--- src/rtl/pointwise_scheduler.sv ---
// Pointwise PE sequencer: walks output channels x input groups, accumulates PE partial sums, and queues results.
// Optional build macro POINTWISE_SCHED_RELU_EN clamps negative results to zero on their way into the FIFO.
module pointwise_scheduler #(
  parameter int DATA_WIDTH     = 16,
  parameter int PE_LATENCY     = 3,
  parameter int RD_LATENCY     = 1,
  parameter int OUT_FIFO_DEPTH = 8
) (
  input  logic                    clk,
  input  logic                    rst,
  input  logic                    start,
  input  logic [7:0]              cfg_in_groups,
  input  logic [7:0]              cfg_out_channels,
  output logic                    busy,
  output logic                    done,
  output logic                    buf_rd_en,
  output logic [7:0]              buf_group,
  output logic [7:0]              buf_och,
  output logic [7:0]              pe_input_channel_sel,
  output logic [7:0]              pe_output_channel_sel,
  input  logic [2*DATA_WIDTH-1:0] pe_result,
  input  logic [7:0]              pe_output_channel_sel_d,
  output logic                    out_valid,
  output logic [2*DATA_WIDTH-1:0] out_data,
  output logic [7:0]              out_channel,
  input  logic                    out_ready
);

  localparam int RES_W = 2 * DATA_WIDTH;
  localparam int TRK   = RD_LATENCY + PE_LATENCY;
  localparam int PTR_W = $clog2(OUT_FIFO_DEPTH);
  localparam int CNT_W = PTR_W + 1;
  localparam logic [CNT_W-1:0] DEPTH_C = CNT_W'(OUT_FIFO_DEPTH);

  typedef enum logic [1:0] {IDLE, ISSUE, DRAIN} state_t;

  state_t                  state;
  logic [7:0]              g_cfg, c_cfg, grp, och;
  logic [CNT_W-1:0]        reserved, fifo_cnt;
  logic [PTR_W-1:0]        wr_ptr, rd_ptr;
  logic signed [RES_W-1:0] fifo_data [OUT_FIFO_DEPTH];
  logic [7:0]              fifo_ch   [OUT_FIFO_DEPTH];
  logic                    vld_p     [TRK];
  logic                    first_p   [TRK];
  logic                    last_p    [TRK];
  logic [7:0]              och_p     [TRK];
  logic [7:0]              grp_dly   [RD_LATENCY];
  logic [7:0]              och_dly   [RD_LATENCY];
  logic signed [RES_W-1:0] acc, acc_next;
  logic                    issue, issue_first, arr_vld, push, pop, final_push;

  function automatic logic signed [RES_W-1:0] clamp_result(input logic signed [RES_W-1:0] v);
`ifdef POINTWISE_SCHED_RELU_EN
    return v[RES_W-1] ? '0 : v;
`else
    return v;
`endif
  endfunction

  // A new output channel needs a FIFO slot reserved up front, so the PE never has to stall.
  assign issue       = (state == ISSUE) && ((grp != 8'd0) || (reserved < DEPTH_C));
  assign issue_first = issue && (grp == 8'd0);
  assign arr_vld     = vld_p[TRK-1];
  assign push        = arr_vld && last_p[TRK-1];
  assign final_push  = push && (och_p[TRK-1] == c_cfg - 8'd1);
  assign out_valid   = (fifo_cnt != '0);
  assign pop         = out_valid && out_ready;
  assign acc_next    = first_p[TRK-1] ? $signed(pe_result) : acc + $signed(pe_result);

  assign buf_rd_en             = issue;
  assign buf_group             = grp;
  assign buf_och               = och;
  assign pe_input_channel_sel  = grp_dly[RD_LATENCY-1];
  assign pe_output_channel_sel = och_dly[RD_LATENCY-1];
  assign out_data              = out_valid ? fifo_data[rd_ptr] : '0;
  assign out_channel           = out_valid ? fifo_ch[rd_ptr] : 8'd0;

  always_ff @(posedge clk) begin
    if (rst) begin
      state <= IDLE;
      busy  <= 1'b0;
      done  <= 1'b0;
      g_cfg <= 8'd0;
      c_cfg <= 8'd0;
      grp   <= 8'd0;
      och   <= 8'd0;
    end else begin
      done <= 1'b0;
      case (state)
        IDLE: begin
          if (busy) begin
            busy <= 1'b0;
          end else if (start) begin
            g_cfg <= cfg_in_groups;
            c_cfg <= cfg_out_channels;
            grp   <= 8'd0;
            och   <= 8'd0;
            busy  <= 1'b1;
            if ((cfg_in_groups == 8'd0) || (cfg_out_channels == 8'd0)) done <= 1'b1;
            else state <= ISSUE;
          end
        end
        ISSUE: begin
          if (issue) begin
            if (grp == g_cfg - 8'd1) begin
              grp <= 8'd0;
              if (och == c_cfg - 8'd1) state <= DRAIN;
              else och <= och + 8'd1;
            end else begin
              grp <= grp + 8'd1;
            end
          end
        end
        DRAIN: begin
          if (final_push) begin
            done  <= 1'b1;
            busy  <= 1'b0;
            state <= IDLE;
          end
        end
        default: state <= IDLE;
      endcase
    end
  end

  // Stage boundary: buffer read -> PE select inputs, RD_LATENCY cycles later.
  always_ff @(posedge clk) begin
    if (rst) begin
      for (int i = 0; i < RD_LATENCY; i++) begin
        grp_dly[i] <= 8'd0;
        och_dly[i] <= 8'd0;
      end
    end else begin
      grp_dly[0] <= grp;
      och_dly[0] <= och;
      for (int i = 1; i < RD_LATENCY; i++) begin
        grp_dly[i] <= grp_dly[i-1];
        och_dly[i] <= och_dly[i-1];
      end
    end
  end

  // Stage boundary: read issue -> PE result arrival, tracked over RD_LATENCY+PE_LATENCY cycles.
  always_ff @(posedge clk) begin
    if (rst) begin
      for (int i = 0; i < TRK; i++) vld_p[i] <= 1'b0;
    end else begin
      vld_p[0] <= issue;
      for (int i = 1; i < TRK; i++) vld_p[i] <= vld_p[i-1];
    end
  end

  always_ff @(posedge clk) begin
    first_p[0] <= (grp == 8'd0);
    last_p[0]  <= (grp == g_cfg - 8'd1);
    och_p[0]   <= och;
    for (int i = 1; i < TRK; i++) begin
      first_p[i] <= first_p[i-1];
      last_p[i]  <= last_p[i-1];
      och_p[i]   <= och_p[i-1];
    end
  end

  always_ff @(posedge clk) begin
    if (rst) acc <= '0;
    else if (arr_vld) acc <= acc_next;
  end

  // Stage boundary: accumulated result -> output FIFO.
  always_ff @(posedge clk) begin
    if (rst) begin
      reserved <= '0;
      fifo_cnt <= '0;
      wr_ptr   <= '0;
      rd_ptr   <= '0;
    end else begin
      case ({issue_first, pop})
        2'b10:   reserved <= reserved + CNT_W'(1);
        2'b01:   reserved <= reserved - CNT_W'(1);
        default: reserved <= reserved;
      endcase
      case ({push, pop})
        2'b10:   fifo_cnt <= fifo_cnt + CNT_W'(1);
        2'b01:   fifo_cnt <= fifo_cnt - CNT_W'(1);
        default: fifo_cnt <= fifo_cnt;
      endcase
      if (push) wr_ptr <= wr_ptr + PTR_W'(1);
      if (pop)  rd_ptr <= rd_ptr + PTR_W'(1);
    end
  end

  always_ff @(posedge clk) begin
    if (push) begin
      fifo_data[wr_ptr] <= clamp_result(acc_next);
      fifo_ch[wr_ptr]   <= pe_output_channel_sel_d;
    end
  end

endmodule

--- config.mk ---
export PLATFORM = sky130hd
export DESIGN_NAME = pointwise_scheduler
export DESIGN_NICKNAME = d
export VERILOG_FILES = /design/src/rtl/pointwise_scheduler.sv
export SDC_FILE = /design/constraint.sdc
export NUM_CORES = 1
export LEC_CHECK = 0
export BUFFER_PORTS_ARGS = -buffer_cell sky130_fd_sc_hd__buf_4
export CAP_MARGIN = 0
export CORE_MARGIN = 2
export CORE_UTILIZATION = 45
export DETAILED_ROUTE_END_ITERATION = 8
export GPL_ROUTABILITY_DRIVEN = 0
export SLEW_MARGIN = 20
export SYNTH_ARGS = -nofsm -noshare
export SYNTH_HDL_FRONTEND = slang
export SYNTH_SLANG_ARGS = --single-unit
--- constraint.sdc ---
create_clock -name clk -period 5.85 [get_ports clk]
set_input_delay 1.17 -clock clk [delete_from_list [all_inputs] [get_ports clk]]
set_output_delay 1.17 -clock clk [all_outputs]
set_load 0.1 [all_outputs]
; ---- Word level (Yosys, flattened, before mapping)
; Memory sizes are Yosys's and may differ from the RTL's. A register that Yosys moved wholly into a read port is not among the register bits.
; Index checks and enable logic that the tools add are counted.
[totals]
register_bits = 82
mem_bits_rw = 380
wordCells = 126
mem_count = 8
[memory_table]
columns = name, depth, word_bits, read_ports, rd_ports_with_merged_regs, wr, line_no
row1 = fifo_data, 8, 32, 1, 1, 1, 41  ; logic signed [RES_W-1:0] fifo_data [OUT_FIFO_DEPTH];
row2 = fifo_ch, 8, 8, 1, 1, 1, 42  ; logic [7:0] fifo_ch [OUT_FIFO_DEPTH];
row3 = och_p, 4, 8, 4, 0, 4, 46  ; logic [7:0] och_p [TRK];
row4 = grp_dly, 1, 8, 1, 0, 1, 47  ; logic [7:0] grp_dly [RD_LATENCY];
row5 = och_dly, 1, 8, 1, 0, 1, 48  ; logic [7:0] och_dly [RD_LATENCY];
row6 = first_p, 4, 1, 4, 0, 4, 44  ; logic first_p [TRK];
row7 = +2 memories, --, --, --, --, --, --
[classes]
add_sub_neg = 11
order_cmp = 1
n_eq_ne = 17
muxes = 48
n_bitwise = 5
n_reduce_logical = 24
[op_table]
columns = cell, n
row1 = 8-bit 2-to-1 mux, 10
row2 = 32-bit 2-to-1 mux, 2
row3 = 32-bit adder, 1
row4 = 8-bit case mux with 2 select lines, 2
row5 = 8-bit == test, 3
row6 = 8-bit zero test, 3
row7 = 1-bit 2-to-1 mux, 18
row8 = "8-bit by 1-bit adder with 8-bit output, second input constant", 2
row9 = 4-bit case mux with 2 select lines, 2
row10 = 8-bit OR reduction, 2
row11 = "8-bit by 1-bit subtractor with 8-bit output, second input constant", 2
row12 = 2-bit 2-to-1 mux, 7
row13 = 3-bit 2-to-1 mux, 4
row14 = "2-bit inequality test, second input constant", 6
row15 = "4-bit by 1-bit adder with 4-bit output, second input constant", 2
row16 = 2-bit nonzero test, 4
row17 = 8-bit nonzero test, 1
row18 = "4-bit by 1-bit subtractor with 4-bit output, second input constant", 2
row19 = 7-bit AND reduction, 1
row20 = "3-bit by 1-bit adder with 3-bit output, second input constant", 2
row21 = "2-bit by 1-bit == test with 1-bit output, second input constant", 3
row22 = "2-bit == test, second input constant", 3
row23 = 2-bit case mux with 3 select lines, 1
row24 = 6-bit AND reduction, 1
row25 = 12 further kinds, 22

; ---- Logic depth before layout (Yosys ltp)
[depth]
ltp_word = 6
ltp_mapped = 14

; ---- Worst setup path before layout
; OpenSTA, ideal clock, no wires.
[synth_path]
path_kind = reg2reg
start = memory vld_p[3][0] (netlist: vld_p[0][3])
end = memory fifo_ch[0][0], enable pin
setup_time_ps = 537
arrival_time_ps = 4547
path_slack_ps = 765
stages_incl_launch_ff = 4
path_buffers = 1
path_cell_list = dfxtp_1 -> clkbuf_1 -> nand2_1 -> nor4_1
[synth_rtl]
columns = element, line_no
row1 = from (decl), 43  ; logic vld_p [TRK];
row2 = to (decl), 42

==> results.yml <==
status:
  status: "finished clean"
global_route:
  grt_overflow: 0
  grt_pass1_wl_um: 68400
  grt_use_total: 0.198
  grt_max_degree: 91
  antenna_found_initial: 1
  grt_pass1_vias: 12000
detailed_routing:
  drt-total-wl_um: 44200
  wire_per_inst_um: 20.3
  postRouteAntennaNets: 0
  vias_per_cell: 5.49
  via_count: 12000
  drtPass1Iterations: 5
  drt_drc_violations_left: 0
  drt-initial-drc-count: 669
timing:
  holdWs_ns: 0.321
  hold_viol_final: 0
  slew_headroom: 0.267
  setup_viol_count_final: 0
  rsz0062_at_grt: "false"
  tightest_slew_ns: 1.10
  min_period_ns: 4.21
  max_freq_ghz: 0.237
  fin_skew_ns: 0.0238
  fin_setup_tns_ns: 0
  maxSlewViolCount: 0
  post-route-period-util: 0.720
layout:
  final_cell_mix: "edfxtp_1 (320), buf_4 (152), nor2_1 (140), dfxtp_1 (140), nand2_1 (104)"
  final_common_cell: "edfxtp_1"
  multi_input_area_um2: 6960
  fill_cells: 3658
  area_delta_synth_final_pct: 16.9
  fin_nets: 1663
  antenna_cells: 0
  drive_gt1_frac: 0.218
  design_area_um2: 23100
  final_util: 0.535
  seq_area_um2: 12500
clock_network:
  clock_path_buffers: 3
  numClockSinks: 465
  cts_tree: "done"
  cts_buffers: 49
  htreeDepth: 2
  cts_resized: 0
  postCtsSetupRepairBufs: 0
  worstSkewPairLatency_ns: 0.59
  path_clk_slew_ns: 0.06
  cts_hold_buf: 0
  clockRootBuffer: "clkbuf_16"
die:
  rows: 76
  die_w_um: 214
  die_h_um: 214
  initial_core_util: 0.458
  die_area_um2: 45600
  coreArea_um2: 43200
  io_pins: 136
worst_setup_path:
  crit_path_end_kind: "primary output"
  worst-endpoint-required_ns: 4.68
  reg2reg_depth: 11
  crit_arrival_ns: 3.04
  critPathSlowestCell: "dfxtp_4"
  path_max_fanout: 48
  timing.rr.end: "fifo_data[5][24]"
  cp_slowest_stage_delay_ns: 0.83
  crit_path_cell_trace: "buf_12, mux4_2, mux2i_1, nor2_1, buf_4"
  reg2reg_from: "acc[0]"
  path_class: "register to primary output"
  rrSetupSlack_ns: 2.11
  startpoint_type: "register"
power:
  powerDensity_nw_per_um2: 305
  leakage_nw: 8.06
  ir_drop_v: 0.000199
  total_power_mw: 7.05
worst_hold_path:
  whs_path_depth: 0
  min_to: "och_p[2][2]"
  min_from: "och_p[1][2]"
  hp-class: "register to register"
yosys:
  syn_inst: 1416
  synth-edff-count: 320
  yosysTopAreaCell: "edfxtp_1"
  synthArstFlopShare: 0
  syn_nets: 1523
  syn_avg_cell_area_um2: 14.0
  syn_area_um2: 19800
  synthFlopType: "edfxtp_1"
  yosys_warnings: 0
  synth_top_area_frac: 0.486
  yosys-top-cells-area: "edfxtp_1 (49%), dfxtp_1 (15%), mux4_2 (9.1%)"
  ys_ff_latch: 465
  synthDistinctLibCells: 69
  synth-seq-area-share: 0.633
place:
  portBuffers: 135
  hpwlAfterDp_um: 26800
  placed_area_um2: 21500
run:
  maxCapViolations: 0
[how the worst max path moves through the flow]
| stage | from | end | slack, ns | cells past startpoint |
|---|---|---|---|---|
| floorplan | vld_p[0][3] | fifo_ch[0][0] | 0.77 | 3 |
| global placement | pe_result[0] | fifo_data[0][26] | 1.23 | 12 |
| detailed placement | pe_result[0] | fifo_data[1][26] | 1.13 | 12 |
| CTS | register | out_data[4] | 1.50 | 5 |
| global route | register | out_data[4] | 1.42 | 5 |
| finish | register | out_data[4] | 1.64 | 5 |
[cell usage after synthesis, types with 28 or more instances]
master	count
nor2_1	143
xor2_1	28
mux2i_1	54
ha_1	44
mux4_2	80
edfxtp_1	320
dfxtp_1	145
o21ai_0	39
nand2_1	104
a21oi_1	63
xnor2_1	36
clkbuf_1	52
[critical path, delay by kind of cell, from the launching register on]
family | cells | cell delay [ns]
mux | 2 | 0.84
flops | 1 | 0.83
buf+inv | 2 | 0.69
simple gates | 1 | 0.07
[report_power, final]
| group | internal (mW) | switching (mW) | total (mW) | leakage [nW] |
|---|---|---|---|---|
| Combinational | 0.150 | 0.320 | 0.470 | 3.24 |
| Sequential | 3.61 | 0.0239 | 3.63 | 4.05 |
| Clock | 1.71 | 1.23 | 2.94 | 0.759 |
[final cells by class]
| type | instances | area share |
|---|---|---|
| Sequential cell | 465 | 0.542 |
| Clock buffer | 69 | 0.0604 |
| Clock inverter | 19 | 0.00655 |
| Inverter | 25 | 0.00406 |
| Multi-Input combinational cell | 859 | 0.302 |
| Timing Repair Buffer | 156 | 0.0535 |
| Tap cell | 585 | 0.0317 |
[sequential cells by signal, indices dropped and copies added, names as in the netlist, 2 cells and up, named ones only]
register   cells
och_dly        8
fifo_data    256
vld_p          4
grp_dly        8
g_cfg          8
last_p         4
state          2
wr_ptr         3
och_p         32
first_p        4
fifo_ch       64
reserved       4
acc           32
c_cfg          8
buf_och        8
rd_ptr         3
buf_group      8
fifo_cnt       4
[cell families (layout without fill, tap and decap cells)]
kind of cell	Yosys count	after routing	share of synthesized area
compound gates	203	203	0.0670
flops	465	465	0.633
mux	137	137	0.120
fa+ha+maj	47	47	0.0309
simple gates	404	404	0.0980
buf+inv	92	269	0.0175
xor+xnor	68	68	0.0330
[metrics by stage]
| stage | setup WS, ns | instances |
|---|---|---|
| after floorplan | 0.765 | 1416 |
| after global placement | 1.23 | 2087 |
| after detailed placement | 1.13 | 2088 |
| after CTS | 1.50 | 2176 |
| after global routing | 1.42 | 2178 |
| final | 1.64 | 2178 |
[layer usage]
layer / wire length (um) / vias to the layer above / global-route usage / part of all wire
li1: - / 5629 / - / -
met1: 19800 / 5989 / 0.267 / 0.45
met2: 21500 / 295 / 0.337 / 0.49
met3: 2160 / 50 / 0.0328 / 0.049
met4: 673 / 2 / 0.0512 / 0.015
met5: 9 / - / 0 / 0.00020
(Power assumes the default switching activity.)
